==> src/rtl/foobar_multi.sv <==
// Multi-channel divisibility tick generator: a free-running step counter plus per-channel
// phase trackers that pulse fire_o and count events, with a combined "all fired" flag/counter.
module foobar_multi #(
    parameter int unsigned N_CH   = 2,
    parameter int unsigned DIV_W  = 8,
    parameter int unsigned EV_W   = 8,
    parameter int unsigned STEP_W = 16
) (
    input  logic                   clk,
    input  logic                   rst,
    input  logic                   en,
    input  logic                   clr,
    input  logic                   sat,
    input  logic [N_CH*DIV_W-1:0]  div_i,
    output logic [STEP_W-1:0]      step_o,
    output logic [N_CH-1:0]        fire_o,
    output logic                   all_o,
    output logic [N_CH*EV_W-1:0]   cnt_o,
    output logic [EV_W-1:0]        all_cnt_o
);

    logic [STEP_W-1:0]     step_q, step_d;
    logic [N_CH*DIV_W-1:0] phase_q, phase_d;
    logic [N_CH-1:0]       fire_q, fire_d;
    logic                  all_q, all_d;
    logic [N_CH*EV_W-1:0]  cnt_q, cnt_d;
    logic [EV_W-1:0]       all_cnt_q, all_cnt_d;

    logic [N_CH-1:0]       active;
    logic [DIV_W-1:0]      div_c, ph_c, ph_n;

    function automatic logic [EV_W-1:0] bump(input logic [EV_W-1:0] c, input logic s);
        return (s && (&c)) ? c : c + 1'b1;
    endfunction

    always_comb begin
        step_d    = step_q;
        phase_d   = phase_q;
        fire_d    = '0;
        all_d     = 1'b0;
        cnt_d     = cnt_q;
        all_cnt_d = all_cnt_q;
        active    = '0;
        div_c     = '0;
        ph_c      = '0;
        ph_n      = '0;
        if (en) begin
            step_d = step_q + 1'b1;
            for (int i = 0; i < int'(N_CH); i++) begin
                div_c     = div_i[i*DIV_W +: DIV_W];
                ph_c      = phase_q[i*DIV_W +: DIV_W];
                active[i] = (div_c != '0);
                // >= (not ==) so a shrunken divisor snaps the phase back to 0 next edge
                if (!active[i] || (ph_c >= div_c - 1'b1)) begin
                    ph_n = '0;
                end else begin
                    ph_n = ph_c + 1'b1;
                end
                phase_d[i*DIV_W +: DIV_W] = ph_n;
                fire_d[i] = active[i] && (ph_n == '0);
                if (fire_d[i]) begin
                    cnt_d[i*EV_W +: EV_W] = bump(cnt_q[i*EV_W +: EV_W], sat);
                end
            end
            all_d = (|active) && (&(fire_d | ~active));
            if (all_d) begin
                all_cnt_d = bump(all_cnt_q, sat);
            end
        end
    end

    always_ff @(posedge clk or negedge rst) begin
        if (!rst) begin
            step_q    <= '0;
            phase_q   <= '0;
            fire_q    <= '0;
            all_q     <= 1'b0;
            cnt_q     <= '0;
            all_cnt_q <= '0;
        end else if (clr) begin
            step_q    <= '0;
            phase_q   <= '0;
            fire_q    <= '0;
            all_q     <= 1'b0;
            cnt_q     <= '0;
            all_cnt_q <= '0;
        end else begin
            step_q    <= step_d;
            phase_q   <= phase_d;
            fire_q    <= fire_d;
            all_q     <= all_d;
            cnt_q     <= cnt_d;
            all_cnt_q <= all_cnt_d;
        end
    end

    assign step_o    = step_q;
    assign fire_o    = fire_q;
    assign all_o     = all_q;
    assign cnt_o     = cnt_q;
    assign all_cnt_o = all_cnt_q;

endmodule

==> config.mk <==
export PLATFORM = sky130hd
export DESIGN_NAME = foobar_multi
export DESIGN_NICKNAME = d
export VERILOG_FILES = /design/src/rtl/foobar_multi.sv
export SDC_FILE = /design/constraint.sdc
export NUM_CORES = 1
export LEC_CHECK = 0
export ABC_AREA = 0
export CAP_MARGIN = 20
export CORE_MARGIN = 1
export CORE_UTILIZATION = 45
export CTS_CLUSTER_DIAMETER = 30
export CTS_CLUSTER_SIZE = 40
export DETAILED_ROUTE_END_ITERATION = 7
export GPL_TIMING_DRIVEN = 0
export PLACE_DENSITY = 0.67
export SYNTH_ARGS = -nofsm -noshare
export SYNTH_HDL_FRONTEND = slang
export SYNTH_SLANG_ARGS = --single-unit
==> constraint.sdc <==
create_clock -name clk -period 6.2 [get_ports clk]
set_input_delay 0.93 -clock clk [delete_from_list [all_inputs] [get_ports clk]]
set_output_delay 0.93 -clock clk [all_outputs]
set_load 0.02 [all_outputs]
==> run summary <==
share of the synthesized area in the top cell type - 38.18%
Hold Crit Class - flop to flop
layout cell share with drive strength beyond 1 - 6.371%
yosys warns - 0
sum of negative setup slack - 0 ps
Most Frequent Cell on Critical Path - nor3_1
CP Cell Sequence - clkdlybuf4s50_1 -> nor3_1 -> nand3_1 -> nor3_1 -> xnor2_1 -> ha_1 -> nand4_1 -> o31ai_1 -> clkbuf_1 -> o22ai_2 -> buf_6 -> nor4b_2 -> mux2_4
Final setup violation count - 0
max frequency - 239.4 MHz
via count - 3532
placed instance count - 609
number of distinct library cells after synthesis - 49
Crit path largest cell delay - 470 ps
H-tree lvl count - 3
status - completed
Area Growth Syn to Fin - 25.40%
period utilisation layout - 67.37%
Yosys reg bits - 59
post-route ant nets - 0
post-CTS setup buffer count - 0
VDD IR-drop max - 120.3 uV
vias per cell - 5.669
CTS tree - built
Critical Path Sink Type - flop
Maximum Capacitance Violations - 0
Leakage - 0.002003 uW
Slew @ Worst Pin - 804.8 ps
Fin. Hold Viols - 0
post-synthesis cell count - 441
total gr overflow - 0
critical path peak fanout - 10
CTS resizes - 0
RSZ-0062 raised after global routing - false
Slew Limit Fails - 0
most common flop cell mapped by yosys - dfrtp_1
Rel. slew slack - 46.35%
ANT cells - 0
Setup CP Type - input pin to flop
most frequent cells in the layout - clkdlybuf4s50_1 (61), dfrtp_1 (59), nor2_1 (54), nand2_1 (37)
Root Buffer - clkbuf_8
PwrDens - 184.2 nW/um^2
Avg Inst Size Synth - 8.770 sq um
1st-iter DRT viols - 95
first-pass GRT wire length - 14910 microns
Layout Cells excl Fill - 623
GRT Util Overall - 21.09%
ys async rst share - 100.0%
Die H - 94.71 microns
Rows - 33
post-layout minimum cycle time - 4177 ps
hold slack - 550.5 ps
Core ar. - 8258 sq um
antenna violations before repair - 0
DR WL/cell - 14.39 microns
drt first pass iters - 5
drt drc - 0
Post-CTS Hold Fix Bufs - 0
Initial Util - 46.83%
clk buf depth - 2
WP buf/inv - 3
ranking of synthesized cells by area - dfrtp_1 (38%), ha_1 (7.8%), nor2_1 (5.2%)
Synth Cell Area - 3867 sq um
leading area contributor after synthesis - dfrtp_1
sequential fraction of the synthesis area - 38.18%
DP Area - 4634 sq um
number of enable flip-flop cells after synthesis - 0
Power Total - 893.4 uW
total routed wirelength - 8963 microns
width of the die - 94.71 microns
CP Launch Type - input pin
delay-heaviest family, CP - simple AND/OR/NAND/NOR gates
Clock Sinks - 59
RD Place Congestion - 0.8517
Setup Skew - 7.546 ps
DIE AREA - 8969 sq um
commonest non-fill, non-tap cell in the layout - clkdlybuf4s50_1
R2R setup slack - 3200 ps
Mapped Nets - 486
Crit path required time - 6430 ps
Worst-Skew Late Latency - 340 ps
PortBufs - 62
Final nets - 560
DPL Wire Length - 6438 microns
arrival time at the worst endpoint - 4400 ps
slowest cell on the critical path - clkdlybuf4s50_1
total CTS buffers - 9
pin count of the biggest net entering global routing - 36
CTS clk-pin slew, worst paths - 70 ps
Final Cell Area - 4850 sq um
vias in the first global route - 3181
IO Count - 64
-- path summary, 6_finish.rpt --
kind,from,endpoint,depth (start not counted)
max,div_i[2],all_cnt_o[3],13
min,step_o[15],step_o[15],2
max reg2reg,phase_q[0],all_cnt_o[3],11
min reg2reg,step_o[15],step_o[15],2
max in group asynchronous,rst,phase_q[4],2
min in group asynchronous,rst,step_o[10],1
-- stage by stage --
step	util, %	worst slack (ps)
2_1_floorplan	-	2557
3_3_place_gp	55.94	1677
3_5_place_dp	56.12	1651
4_1_cts	58.73	2002
5_1_grt	58.73	1674
6_report	58.73	2023
-- worst register-to-register path, cell delays in order, from the launching register on --
cell and delay (ps):
dfrtp_1 480, inv_1 110, ha_1 280, nand2b_1 90, a21o_1 100, a211oi_1 70
o31ai_1 360, clkbuf_1 390, o22ai_2 170, buf_6 180, nor4b_2 320, mux2_4 320
-- layout make-up --
type	count	area, sq um
multi-input cells	349	2256
inverters	13	48.80
repair buffers	63	635.6
clock inverters	2	60.06
plain buffers	20	86.33
flip-flops and latches	59	1476
fillers	754	3408
clock buffers	12	155.1
well taps	105	131.4
-- registers in the layout (all words and copies together) (netlist names) --
signal	cells
step_o	16
all_o	1
all_cnt_o	8
fire_o	2
phase_q	16
cnt_o	16
-- where the power goes --
part | switching (uW) | internal, uW | total [uW]
clock | 151 | 244 | 395
combinational | 56.8 | 42.3 | 99.1
sequential | 8.76 | 390 | 399
total | 217 | 677 | 893
-- cell usage after synthesis (4+ instances only) --
cell type,number
nor2_1,54
a21o_1,4
nand4_1,10
and3_1,7
nand3_1,27
xor2_1,18
nand2b_1,4
nand2_1,37
o21ai_0,26
or4_1,5
mux2i_1,6
xnor2_1,13
nor3_1,13
nor2b_1,5
dfrtp_1,59
or3_1,13
and4_1,5
inv_1,13
a22oi_1,9
o31ai_1,5
a211oi_1,5
a21oi_1,27
ha_1,24
clkbuf_1,14
-- per-layer routing --
metal / wire, microns / track usage [%] / part of all wire (%)
met1: 4250 / 29.74 / 47
met2: 4151 / 32.91 / 46
met3: 450 / 2.899 / 5.0
met4: 111 / 7.828 / 1.2
met5: 0 / 0 / 0
-- cells by family (layout without fill, tap and decap cells) --
group                    after synthesis  in the layout  synth area share, %
adder cells (fa/ha/maj)               24             24                7.765
multiplexers                          10             10                3.009
AO/OA/AOI/OAI                         87             87                14.04
AND/OR/NAND/NOR                      197            197                26.50
flip-flops                            59             59                38.18
XOR/XNOR                              31             31                7.020
buffers and inverters                 33            110                3.494
Power figures use the tool's default switching activity.
